## config.mk

```make
export PLATFORM = sky130hd
export DESIGN_NAME = shift_pipe
export DESIGN_NICKNAME = d
export VERILOG_FILES = /design/src/rtl/shift_pipe.sv
export SDC_FILE = /design/constraint.sdc
export NUM_CORES = 1
export LEC_CHECK = 0
export CAP_MARGIN = 20
export CORE_MARGIN = 2
export CORE_UTILIZATION = 53
export DETAILED_ROUTE_END_ITERATION = 10
export PLACE_DENSITY = 0.74
export SLEW_MARGIN = 15
export SYNTH_ARGS = -nofsm -noshare
export SYNTH_HDL_FRONTEND = slang
export SYNTH_SLANG_ARGS = --single-unit
```

## constraint.sdc

```tcl
create_clock -name clk -period 1.8 [get_ports clk]
set_clock_uncertainty 0.2 [all_clocks]
set_input_delay 0.18 -clock clk [delete_from_list [all_inputs] [get_ports clk]]
set_output_delay 0.18 -clock clk [all_outputs]
set_load 0.03 [all_outputs]
```

## src/rtl/shift_pipe.sv

```systemverilog
// ARM operand-2 barrel shifter: registered decode followed by
// STAGES rotate stages; every shift is a rotate plus keep/fill mask.
module shift_pipe #(
  parameter int WIDTH  = 32,
  parameter int STAGES = 2
) (
  input  logic             clk,
  input  logic             reset_n,
  input  logic             flush,
  input  logic             in_valid,
  output logic             in_ready,
  input  logic [1:0]       shift_type,
  input  logic [7:0]       shift_num,
  input  logic             reg_shift,
  input  logic             not_shift,
  input  logic [WIDTH-1:0] x,
  input  logic             carry,
  output logic             out_valid,
  input  logic             out_ready,
  output logic [WIDTH-1:0] y,
  output logic             c
);

  localparam int L = $clog2(WIDTH);
  localparam int D = STAGES + 1;
  localparam logic [7:0] WN = 8'(WIDTH);
  localparam logic [WIDTH-1:0] ONES = '1;

  typedef enum logic [1:0] {
    T_LSL = 2'b00,
    T_LSR = 2'b01,
    T_ASR = 2'b10,
    T_ROR = 2'b11
  } st_e;

  typedef struct packed {
    logic [WIDTH-1:0] dat;
    logic [L-1:0]     rot;
    logic [WIDTH-1:0] keep;
    logic             fill;
    logic             c;
  } ent_t;

  logic [7:0]   w_n;
  logic [L-1:0] w_m;
  logic [L-1:0] w_neg;
  logic [L-1:0] w_mm1;
  logic         w_msb;
  ent_t         w_dec;
  ent_t         w_si [D];
  ent_t         w_so [D];
  logic [D-1:0] w_vin;
  logic         w_adv;

  ent_t         r_ent [D];
  logic [D-1:0] r_vld;

  assign w_n   = reg_shift ? shift_num : 8'(shift_num[L-1:0]);
  assign w_m   = w_n[L-1:0];
  assign w_neg = -w_m;
  assign w_mm1 = w_m - L'(1);
  assign w_msb = x[WIDTH-1];

  always_comb begin
    w_dec      = '0;
    w_dec.dat  = x;
    w_dec.keep = ONES;
    w_dec.c    = carry;
    if (not_shift) begin
      w_dec.c = carry;
    end else if (!reg_shift && w_m == '0 &&
                 st_e'(shift_type) != T_LSL) begin
      // immediate #0 encodes LSR/ASR #WIDTH and RRX
      unique case (st_e'(shift_type))
        T_LSR: begin
          w_dec.keep = '0;
          w_dec.c    = w_msb;
        end
        T_ASR: begin
          w_dec.keep = '0;
          w_dec.fill = w_msb;
          w_dec.c    = w_msb;
        end
        default: begin
          w_dec.rot  = L'(1);
          w_dec.keep = ONES >> 1;
          w_dec.fill = carry;
          w_dec.c    = x[0];
        end
      endcase
    end else if (w_n != '0) begin
      unique case (st_e'(shift_type))
        T_LSL: begin
          if (w_n < WN) begin
            w_dec.rot  = w_neg;
            w_dec.keep = ONES << w_m;
            w_dec.c    = x[w_neg];
          end else begin
            w_dec.keep = '0;
            w_dec.c    = (w_n == WN) ? x[0] : 1'b0;
          end
        end
        T_LSR: begin
          if (w_n < WN) begin
            w_dec.rot  = w_m;
            w_dec.keep = ONES >> w_m;
            w_dec.c    = x[w_mm1];
          end else begin
            w_dec.keep = '0;
            w_dec.c    = (w_n == WN) ? w_msb : 1'b0;
          end
        end
        T_ASR: begin
          w_dec.fill = w_msb;
          if (w_n < WN) begin
            w_dec.rot  = w_m;
            w_dec.keep = ONES >> w_m;
            w_dec.c    = x[w_mm1];
          end else begin
            w_dec.keep = '0;
            w_dec.c    = w_msb;
          end
        end
        default: begin
          w_dec.rot = w_m;
          w_dec.c   = (w_m == '0) ? w_msb : x[w_mm1];
        end
      endcase
    end
  end

  always_comb begin
    w_si[0]  = w_dec;
    w_vin[0] = in_valid;
    for (int s = 1; s < D; s++) begin
      w_si[s]  = r_ent[s-1];
      w_vin[s] = r_vld[s-1];
    end
  end

  // rotate layer j lives in stage 1 + j*STAGES/L; mask in the last
  always_comb begin
    ent_t v;
    v = '0;
    for (int s = 0; s < D; s++) begin
      v = w_si[s];
      for (int j = 0; j < L; j++) begin
        if ((1 + (j * STAGES) / L) == s && v.rot[j])
          v.dat = (v.dat >> (2 ** j)) |
                  (v.dat << (WIDTH - 2 ** j));
      end
      if (s == D - 1)
        v.dat = (v.dat & v.keep) |
                ({WIDTH{v.fill}} & ~v.keep);
      w_so[s] = v;
    end
  end

  assign w_adv     = !r_vld[D-1] || out_ready;
  assign in_ready  = w_adv;
  assign out_valid = r_vld[D-1];
  assign y         = r_ent[D-1].dat;
  assign c         = r_ent[D-1].c;

  always_ff @(posedge clk or negedge reset_n) begin
    if (!reset_n) begin
      r_vld <= '0;
      for (int s = 0; s < D; s++) r_ent[s] <= '0;
    end else begin
      if (flush) r_vld <= '0;
      else if (w_adv) r_vld <= w_vin;
      if (w_adv)
        for (int s = 0; s < D; s++) r_ent[s] <= w_so[s];
    end
  end

endmodule

```

==> summary.md, run 1 <==
| Metric | Value |
|---|---|
| Outcome | complete, but fails checks |
| Failing checks | negative setup slack |
| Critical path arrival | 2.10 ns |
| Buffers on Ports | 84 |
| Power Density | 873 nW/um2 |
| # Max-Cap Violations | 0 |
| Syn-to-layout area delta | 34.2% |
| DRC violation count after routing | 0 |
| Final HPWL DP | 18.9 mm |
| Clk sinks | 175 |
| Unrepaired setup endpoints after global routing | true |
| Detail Route Antenna Nets | 0 |
| Area fraction of the dominant cell type after synthesis | 42.6% |
| Most frequent cell after synthesis | nand2_1 |
| Synth Register Bits | 175 |
| CP Cell Sequence | buf_8 -> clkinv_4 -> ha_4 -> mux4_2 -> mux4_2 -> mux2i_4 -> and3_4 -> o221ai_2 |
| Final hold vios | 0 |
| Number of synthesized flops with an enable pin | 0 |
| Cell mode on critical path | mux4_2 |
| Total wire length | 30.7 mm |
| Required time worst endpoint | 1.91 ns |
| Fmax | 503 MHz |
| Final core utilization | 73.0% |
| Nets@finish | 1305 |
| Post-synth top cells | nand2_1 (284), dfrtp_1 (175), o21ai_0 (91) |
| Final Worst Setup Slack | -0.190 ns |
| Post-route cell area | 13800 um2 |
| Cells on worst reg2reg path | 6 |
| Die W | 143 um |
| Die Ht | 143 um |
| Root Buffer | clkbuf_16 |
| Worst-path clk slew | 0.07 ns |
| Worst-Margin Slew | 0.501 ns |
| Placer Congestion | 0.931 |
| Final Slew Violations | 0 |
| Hold slack final | 0.0397 ns |
| Crit-path leading delay family | multiplexers |
| Area of the mapped netlist | 10300 um2 |
| Initial Util | 54.4% |
| Leak pwr | 6.06 nW |
| Initial antenna violation count | 0 |
| Largest net degree at the start of global routing | 61 |
| CP endpoint kind | flop |
| Via count | 9197 |
| Share of layout cells above drive strength 1 | 30.3% |
| Vias per cell | 6.05 |
| Iteration-0 DRC Markers | 1010 |
| First-pass GRT wire length | 44.7 mm |
| CP Buf/Inv Count | 2 |
| Largest area contributor in the netlist | dfrtp_1 |
| Slowest cell on crit path | mux4_2 |
| Reg-to-Reg End | y[29] |
| Syn. warnings | 0 |
| Worst-path maximum fanout | 3 |
| Drt wl/cell | 20.2 um |
| VDD IR max | 0.000521 V |
| Worst stage delay on the critical path | 0.52 ns |
| Clk_lat worst skew | 0.43 ns |
| Num CTS Buffers | 17 |
| H-tree levels | 4 |
| Synth async-reset ratio | 100% |
| Synth Net Count | 1160 |
| Clock buffer depth | 2 |
| Total Routing Usage GR | 28.4% |
| Area after DPL | 11900 um2 |
| Reg2reg start | r_ent[109] |
| Mapped Cells | 1101 |
| Fillcell total | 1277 |
| Number of global-route vias before repair | 8323 |
| # rows | 50 |
| Fin crit share | 111% |
| Startpoint class of the critical path | input port |
| I/O Pins | 85 |
| Worst reg2reg setup slack | -0.17 ns |
| Critical path class | in -> reg |
| Slew headroom | 66.5% |
| Synth Area per Inst | 9.34 um2 |
| Number of diodes | 0 |
| Area contributors post-synth | dfrtp_1 (43%), nand2_1 (10%), mux4_2 (10%) |
| Predominant post-synthesis flop cell | dfrtp_1 |
| Tmin final | 1.99 ns |
| Total global routing overflow | 0 |
| Min-Delay Path Class | in -> async |
| Netlist cell types | 44 |
| CTS tree | built |
| Sequential share of the synthesized area | 42.6% |
| Pre-antenna DRT Iters | 8 |
| Setup violation total in the final timing report | 84 |
| Die area | 20500 um2 |
| Core ar. | 18900 um2 |
-- power breakdown --
group	leakage, nW	switching [mW]	total [mW]	internal [mW]
Sequential	2.02	0.486	4.94	4.46
Combinational	3.77	1.92	3.57	1.66
Clock	0.279	1.57	3.53	1.96
-- through the flow --
stage / setup TNS (ns) / total power, mW / std cells / setup WS, ns
3_5_place_dp: -64.51 / 8.02 / 1437 / -1.26
5_1_grt: -9.30 / 12.5 / 1519 / -0.258
4_1_cts: -3.60 / 11.6 / 1488 / -0.220
3_3_place_gp: -67.04 / 7.92 / 1437 / -1.37
6_report: -4.66 / 12.0 / 1519 / -0.190
2_1_floorplan: -19.53 / 6.94 / 1101 / -0.772
-- flip-flops by register name, summed over array words and instances (netlist names) --
name and flops:
r_vld 3, c 1, y 32, r_ent 139
-- layout by cell type (no fill, tap or decap), drive strengths merged, types with 2 or more instances in the layout --
cell type,instances
nand2b,5
dlygate4sd2,36
clkbuf,27
mux4,50
mux2i,84
nor4b,2
o22a,4
nand3,5
a22oi,7
a211oi,5
nor2b,4
and3,3
and2,2
dfrtp,175
mux2,16
nand2,284
ha,9
clkinv,7
o21bai,2
dlymetal6s2s,8
bufbuf,2
a21oi,83
o21a,18
a31oi,3
nor2,78
a221oi,16
clkdlybuf4s50,34
o21ai,91
nor3,11
dlygate4sd3,4
a221o,2
inv,10
buf,158
clkinvlp,2
-- worst max-delay path by stage --
stage	start	to	slack, ns	depth (start not counted)
3_5_place_dp	shift_num[0]	r_ent[142]	-1.26	7
6_report	shift_num[0]	r_ent[142]	-0.19	8
5_1_grt	shift_num[0]	r_ent[143]	-0.26	12
2_1_floorplan	shift_num[0]	r_ent[143]	-0.77	13
4_1_cts	shift_num[0]	r_ent[143]	-0.22	12
3_3_place_gp	shift_num[0]	r_ent[144]	-1.37	11
-- cells by family (layout without fill, tap and decap cells) --
logic type                 after synthesis  after routing  synth area share, %
adders and majority gates                9              9                 1.10
xor gates and xnor gates                 2              2                0.170
and+or+nand+nor                        398            399                 15.5
DFF                                    175            175                 42.6
muxes                                  150            150                 21.0
buffers and inverters                  132            289                 6.31
AOI/OAI and AO/OA                      235            235                 13.3
-- timing repair --
action                                 CTS  global route
buffers inserted                        10            27
cloned                                   7             5
pin swaps                               12            34
endpoints found under the hold margin  176             2
setup endpoints to repair               85           149
hold buffers                             2             2
gates resized for setup                157           149
-- final cells by class --
cell class	instances	area [um2]	area share [%]
Clock buffer	22	494	3.58
Timing Repair Buffer	248	2560	18.5
Tap cell	260	325	2.36
Inverter	9	43.8	0.317
Clock inverter	10	77.6	0.562
Sequential cell	175	4380	31.8
Multi-Input combinational cell	795	5910	42.9
-- metal layers --
| layer | GRT usage, % | part of all wire, % | up-vias |
|---|---|---|---|
| li1 | - | - | 4118 |
| met2 | 44.5 | 48 | 506 |
| met4 | 11.1 | 3.6 | 0 |
| met3 | 4.67 | 7.5 | 82 |
| met1 | 40.0 | 41 | 4491 |
| met5 | 0 | 0 | - |
Note: power is estimated with default switching activity, not from simulation.
==> run 2, diff against run 1 <==
CTS_BUF_LIST = sky130_fd_sc_hd__clkbuf_8 sky130_fd_sc_hd__clkbuf_16   (was not set)
TNS_END_PERCENT = 50   (was not set)
==> run 2 against run 1 <==
  * Maximum frequency grew 2.7%
  * First-iteration DRC count shrank 1.8%
  * Combinational power shrank 4%
  * The run still ends with negative setup slack left
  * Non-clock buffer count shrank 10
  * Critical endpoint is now in_ready
  * Die area is the same
  * Hold slack lost 0.0042 ns
==> summary.md, run 2 (synthesis results as in run 1) <==
| Metric | Value |
|---|---|
| Commonest non-fill, non-tap cell in the layout | nand2_1 (unchanged) |
| Fmax | 516 MHz (was 503 MHz) |
| Worst-path clk slew | 0.07 ns (about the same) |
| Clock power share | 31.5% (was 29.3%) |
| VDD IR max | 0.000524 V (was 0.000521 V) |
| CP Buf/Inv Count | 5 (was 2) |
| Place WS | -1.18 ns (was -1.26 ns) |
| Worst-path maximum fanout | 2 (was 3) |
| Reg-to-Reg End | r_ent[123] (was y[29]) |
| Total wire length | 29.6 mm (was 30.7 mm) |
| Leak pwr | 5.94 nW (was 6.06 nW) |
| Drt wl/cell | 19.6 um (was 20.2 um) |
| CTS tree | built (unchanged) |
| Required time worst endpoint | 1.42 ns (was 1.91 ns) |
| Number of global-route vias before repair | 8260 (was 8323) |
| Detail Route Antenna Nets | 0 (unchanged) |
| Final hold vios | 0 (unchanged) |
| Final core utilization | 71.9% (was 73.0%) |
| First-pass GRT wire length | 44.3 mm (was 44.7 mm) |
| Total net switching power | 3.86 mW (was 3.97 mW) |
| Final HPWL DP | 18.8 mm (was 18.9 mm) |
| Slew headroom | 61.0% (was 66.5%) |
| Worst reg2reg setup slack | -0.11 ns (was -0.17 ns) |
| Number of diodes | 0 (unchanged) |
| Worst-Margin Slew | 0.578 ns (was 0.501 ns) |
| Failing checks | negative setup slack (unchanged) |
| Clk_lat worst skew | 0.43 ns (about the same) |
| Critical path arrival | 1.56 ns (was 2.10 ns) |
| Iteration-0 DRC Markers | 992 (was 1010) |
| Setup violation total in the final timing report | 40 (was 84) |
| Commonest non-fill, non-tap cells in the layout | nand2_1 (278), dfrtp_1 (173), buf_4 (106) (was nand2_1 (279), dfrtp_1 (173), buf_4 (112)) |
| Worst stage delay on the critical path | 0.34 ns (was 0.52 ns) |
| Initial Util | 54.4% (unchanged) |
| Cell Count, Final, Fillers Out | 1510 (was 1519) |
| Vias per cell | 6.02 (was 6.05) |
| Largest net degree at the start of global routing | 66 (was 61) |
| Cells on worst reg2reg path | 4 (was 6) |
| # rows | 50 (unchanged) |
| Cells after DPL | 1439 (was 1437) |
| Critical path class | reg -> out (was in -> reg) |
| Post-route cell area | 13600 um2 (was 13800 um2) |
| Outcome | complete, but fails checks (unchanged) |
| Via count | 9087 (was 9197) |
| Root Buffer | clkbuf_16 (unchanged) |
| Core ar. | 18900 um2 (unchanged) |
| I/O Pins | 85 (unchanged) |
| Initial antenna violation count | 0 (unchanged) |
| CP endpoint kind | output pin (was flop) |
| Internal power | 8.29 mW (was 8.07 mW) |
| Power Total | 12.1 mW (was 12.0 mW) |
| Total global routing overflow | 0 (unchanged) |
| DRC violation count after routing | 0 (unchanged) |
| Unrepaired setup endpoints after global routing | true (unchanged) |
| Power Density | 894 nW/um2 (was 873 nW/um2) |
| Syn-to-layout area delta | 32.1% (was 34.2%) |
| Largest register FFs | 139 (unchanged) |
| Die Ht | 143 um (unchanged) |
| # Max-Cap Violations | 0 (unchanged) |
| Nets@finish | 1296 (was 1305) |
| Tmin final | 1.94 ns (was 1.99 ns) |
| CP Cell Sequence | nor2b_4 -> buf_8 -> inv_4 -> buf_8 -> buf_16 -> buf_8 (was buf_8 -> clkinv_4 -> ha_4 -> mux4_2 -> mux4_2 -> mux2i_4 -> and3_4 -> o221ai_2) |
| Placer Congestion | 0.923 (was 0.931) |
| Total Routing Usage GR | 28.0% (was 28.4%) |
| Pre-antenna DRT Iters | 7 (was 8) |
| Share of layout cells above drive strength 1 | 28.4% (was 30.3%) |
| Clock buffer depth | 2 (unchanged) |
| Clk sinks | 175 (unchanged) |
| Fin crit share | 108% (was 111%) |
| Flop pwr share | 40.4% (was 41.0%) |
| Worst setup path start | r_vld[2] (was shift_num[0]) |
| Die W | 143 um (unchanged) |
| Startpoint class of the critical path | flop (was input port) |
| Min-Delay Path Class | in -> async (unchanged) |
| Area after DPL | 12000 um2 (was 11900 um2) |
| Crit-path leading delay family | buffers and inverters (was multiplexers) |
| Buffers on Ports | 84 (unchanged) |
| Num CTS Buffers | 17 (unchanged) |
| Final Slew Violations | 0 (unchanged) |
| Biggest register | r_ent (unchanged) |
| Die area | 20500 um2 (unchanged) |
| H-tree levels | 4 (unchanged) |
| Slowest cell on crit path | dfrtp_1 (was mux4_2) |
| Net Sw Frac | 31.8% (was 33.0%) |
| Combinational share of power | 28.1% (was 29.7%) |
| Final Worst Setup Slack | -0.139 ns (was -0.190 ns) |
| Reg2reg start | r_ent[176] (was r_ent[109]) |
| Cell mode on critical path | buf_8 (was mux4_2) |
==> run 2: what timing repair did <==
action | CTS | global route
gates cloned | 5 | 6
resized for setup | 125 | 140
pin swaps | 11 | 26
buffers inserted | 11 | 16
setup endpoints to repair | 98 | 151
hold buffers | 3 | 2
hold endpoints to repair | 177 | 2
==> run 2: through the flow <==
step | hold slack (ns) | setup TNS [ns]
6_report | 0.0356 | -1.74
5_1_grt | 0.0635 | -4.97
4_1_cts | 0.0350 | -1.15
3_5_place_dp | -0.0694 | -65.46
3_3_place_gp | -0.0745 | -70.28
2_1_floorplan | -0.316 | -23.15
==> run 2: layout make-up <==
class	instances	area (um2)
flip-flops and latches	175	4380
inverters	9	43.8
clock inverters	13	161
repair buffers	238	2450
fillers	1324	5310
well taps	260	325
clock buffers	19	453
multi-input cells	796	5760
==> run 2: worst register-to-register path: cells and delay by family (launching register included) <==
family / cells / cell delay, ns
buffers and inverters: 1 / 0.19
multiplexers: 2 / 0.78
AO/OA/AOI/OAI: 1 / 0.11
flip-flops: 1 / 0.50
==> run 2: worst max-delay path by stage <==
stage	end	slack, ns	cells after the start
3_5_place_dp	r_ent[142]	-1.18	7
2_1_floorplan	r_ent[143]	-0.77	13
3_3_place_gp	r_ent[147]	-1.36	11
6_report	in_ready	-0.14	6
4_1_cts	r_ent[142]	-0.16	11
5_1_grt	r_ent[142]	-0.19	11
==> run 2: power groups by stage <==
| stage | Sequential, mW | Clock [mW] | Combinational [mW] |
|---|---|---|---|
| 5_1_grt | 4.97 | 4.00 | 3.64 |
| 4_1_cts | 4.86 | 3.84 | 3.10 |
| 3_3_place_gp | 4.90 | 0 | 3.02 |
| 2_1_floorplan | 4.79 | 0 | 2.15 |
| 3_5_place_dp | 4.93 | 0 | 3.08 |
| 6_report | 4.91 | 3.82 | 3.41 |
==> run 2: routing by layer <==
metal	global-route usage, %	part of all wire, %
met1	40.2	42
met2	44.4	49
met3	4.67	7.3
met4	7.84	2.0
met5	0	0
==> run 3, diff against run 2 <==
MAX_ROUTING_LAYER = met4   (was not set)
==> run 3 against run 2 <==
  * The flow still finishes with violations (negative setup slack)
  * Non-clock buffer count decreased by 6
  * Via count decreased by 0.75%
  * Wire length decreased by 0.10%
  * Total power decreased by 1.0%
  * Core utilization decreased by 0.48 points
  * Register-to-register slack improved by 0.02 ns
  * Global-route usage increased by 0.49 points
  * Combinational power about the same
  * Sequential power about the same
  * Sequential share of layout area increased by 0.22 points
  * Final cell count decreased by 0.53%
  * Hold slack got worse by 0.025 ns
==> summary.md, run 3 (synthesis results as in run 1) <==
| Metric | Value |
|---|---|
| Num CTS Buffers | 17 (unchanged) |
| Net Sw Frac | 31.5% (was 31.8%) |
| Final Slew Violations | 0 (unchanged) |
| Outcome | complete, but fails checks (unchanged) |
| Setup violation total in the final timing report | 28 (was 40) |
| Commonest non-fill, non-tap cells in the layout | nand2_1 (281), dfrtp_1 (173), buf_4 (102) (was nand2_1 (278), dfrtp_1 (173), buf_4 (106)) |
| Number of global-route vias before repair | 8196 (was 8260) |
| Reg2reg start | r_ent[109] (was r_ent[176]) |
| Commonest non-fill, non-tap cell in the layout | nand2_1 (unchanged) |
| CP endpoint kind | flop (was output pin) |
| Combinational share of power | 28.2% (was 28.1%) |
| Worst stage delay on the critical path | 0.49 ns (was 0.34 ns) |
| DRC violation count after routing | 0 (unchanged) |
| Detail Route Antenna Nets | 0 (unchanged) |
| CP Cell Sequence | clkdlybuf4s50_1 -> mux4_2 -> mux4_2 -> mux2i_2 -> a221o_1 -> o221ai_2 (was nor2b_4 -> buf_8 -> inv_4 -> buf_8 -> buf_16 -> buf_8) |
| Placer Congestion | 0.949 (was 0.923) |
| Top sig layer | met4 (unchanged) |
| Worst-path maximum fanout | 2 (unchanged) |
| Unrepaired setup endpoints after global routing | true (unchanged) |
| Cells on worst reg2reg path | 6 (was 4) |
| Power Density | 891 nW/um2 (was 894 nW/um2) |
| Clk sinks | 175 (unchanged) |
| Syn-to-layout area delta | 31.2% (was 32.1%) |
| Setup TNS | -1.06 ns (was -1.74 ns) |
| Final core utilization | 71.4% (was 71.9%) |
| Die area | 20500 um2 (unchanged) |
| Total net switching power | 3.79 mW (was 3.86 mW) |
| Met1 Routed Length | 12.5 mm (was 12.3 mm) |
| Critical path class | in -> reg (was reg -> out) |
| Fillcell total | 1331 (was 1324) |
| Largest register FFs | 139 (unchanged) |
| Slew headroom | 63.4% (was 61.0%) |
| Via count | 9019 (was 9087) |
| Share of layout cells above drive strength 1 | 28.0% (was 28.4%) |
| Initial antenna violation count | 0 (unchanged) |
| Largest net degree at the start of global routing | 102 (was 66) |
| Final Worst Setup Slack | -0.169 ns (was -0.139 ns) |
| Clock buffer depth | 2 (unchanged) |
| Fmax | 508 MHz (was 516 MHz) |
| Initial Util | 54.4% (unchanged) |
| Leak pwr | 5.88 nW (was 5.94 nW) |
| CTS tree | built (unchanged) |
| Final hold vios | 0 (unchanged) |
| Crit-path leading delay family | multiplexers (was buffers and inverters) |
| Area after DPL | 11900 um2 (was 12000 um2) |
| Clk_lat worst skew | 0.43 ns (about the same) |
| Total wire length | 29.6 mm (about the same) |
| Final HPWL DP | 19.0 mm (was 18.8 mm) |
| Biggest register | r_ent (unchanged) |
| Area occupied by multi-input gates | 5760 um2 (about the same) |
| # rows | 50 (unchanged) |
| Startpoint class of the critical path | input port (was flop) |
| CP Buf/Inv Count | 1 (was 5) |
| Iteration-0 DRC Markers | 909 (was 992) |
| Nets@finish | 1291 (was 1296) |
| Root Buffer | clkbuf_16 (unchanged) |
| Die Ht | 143 um (unchanged) |
| Post-route cell area | 13500 um2 (was 13600 um2) |
| VDD IR max | 0.000470 V (was 0.000524 V) |
| Met3 routed WL | 2.01 mm (was 2.15 mm) |
| Core ar. | 18900 um2 (unchanged) |
| Slowest cell on crit path | mux4_2 (was dfrtp_1) |
| Clock power share | 31.0% (was 31.5%) |
| Cell mode on critical path | mux4_2 (was buf_8) |
| Place WS | -1.54 ns (was -1.18 ns) |
| WL met2 | 14.2 mm (was 14.6 mm) |
| Total global routing overflow | 0 (unchanged) |
| First-pass GRT wire length | 43.7 mm (was 44.3 mm) |
| Seq. cell area | 4380 um2 (unchanged) |
| Tmin final | 1.97 ns (was 1.94 ns) |
| Flop pwr share | 40.7% (was 40.4%) |
| Worst reg2reg setup slack | -0.09 ns (was -0.11 ns) |
| Drt wl/cell | 19.7 um (was 19.6 um) |
| Pre-antenna DRT Iters | 5 (was 7) |
| Critical path arrival | 2.07 ns (was 1.56 ns) |
| Fin crit share | 109% (was 108%) |
| Reg-to-Reg End | y[23] (was r_ent[123]) |
| Hold slack final | 0.0104 ns (was 0.0356 ns) |
| Min-Delay Path Class | in -> async (unchanged) |
| Internal power | 8.23 mW (was 8.29 mW) |
| Failing checks | negative setup slack (unchanged) |
| Total Routing Usage GR | 28.5% (was 28.0%) |
| Die W | 143 um (unchanged) |
| H-tree levels | 4 (unchanged) |
| Required time worst endpoint | 1.91 ns (was 1.42 ns) |
| Buffers on Ports | 84 (unchanged) |
| Number of diodes | 0 (unchanged) |
| Worst-Margin Slew | 0.543 ns (was 0.578 ns) |
| I/O Pins | 85 (unchanged) |
| Vias per cell | 6.00 (was 6.02) |
| Worst-path clk slew | 0.07 ns (about the same) |
| # Max-Cap Violations | 0 (unchanged) |
==> run 3: cell type report <==
class                           count  share of cell area [%]
Multi-Input combinational cell    797                    42.7
Sequential cell                   175                    32.5
Timing Repair Buffer              232                    17.7
Clock buffer                       19                    3.36
Tap cell                          260                    2.41
Clock inverter                     10                    1.04
Inverter                            9                   0.325
==> run 3: power by group through the flow <==
stage	logic, mW	clock network (mW)	registers [mW]
after floorplan	2.15	0	4.79
after global placement	3.02	0	4.90
after detailed placement	3.08	0	4.92
after CTS	3.09	3.73	4.85
after global routing	3.62	3.90	4.95
final	3.39	3.73	4.90
==> run 3: routing by layer <==
layer  GRT usage (%)  vias to the layer above
met5               -                        -
met4            10.1                        0
met3            4.07                       65
met2            42.5                      424
met1            40.3                     4443
li1                -                     4087
==> run 3: repair_timing <==
item	4_1_cts	5_1_grt
endpoints found under the hold margin	176	0
buffers inserted	10	10
resized for setup	135	124
setup endpoints to repair	87	102
gates cloned	3	10
pin swaps	14	23
hold buffers	2	0
==> run 3: worst max-delay path by stage <==
stage | start | slack [ns] | endpoint | cells past startpoint
4_1_cts | shift_num[0] | -0.18 | r_ent[142] | 11
2_1_floorplan | shift_num[0] | -0.77 | r_ent[143] | 13
3_5_place_dp | shift_num[0] | -1.54 | r_ent[157] | 11
6_report | x[24] | -0.17 | r_ent[142] | 6
5_1_grt | shift_num[0] | -0.20 | r_ent[142] | 11
3_3_place_gp | shift_num[0] | -1.25 | r_ent[147] | 11
==> run 3: stage by stage <==
stage	std cells	power [mW]
3_3_place_gp	1439	7.92
6_report	1502	12.0
3_5_place_dp	1439	8.01
5_1_grt	1502	12.5
4_1_cts	1483	11.7
2_1_floorplan	1101	6.94
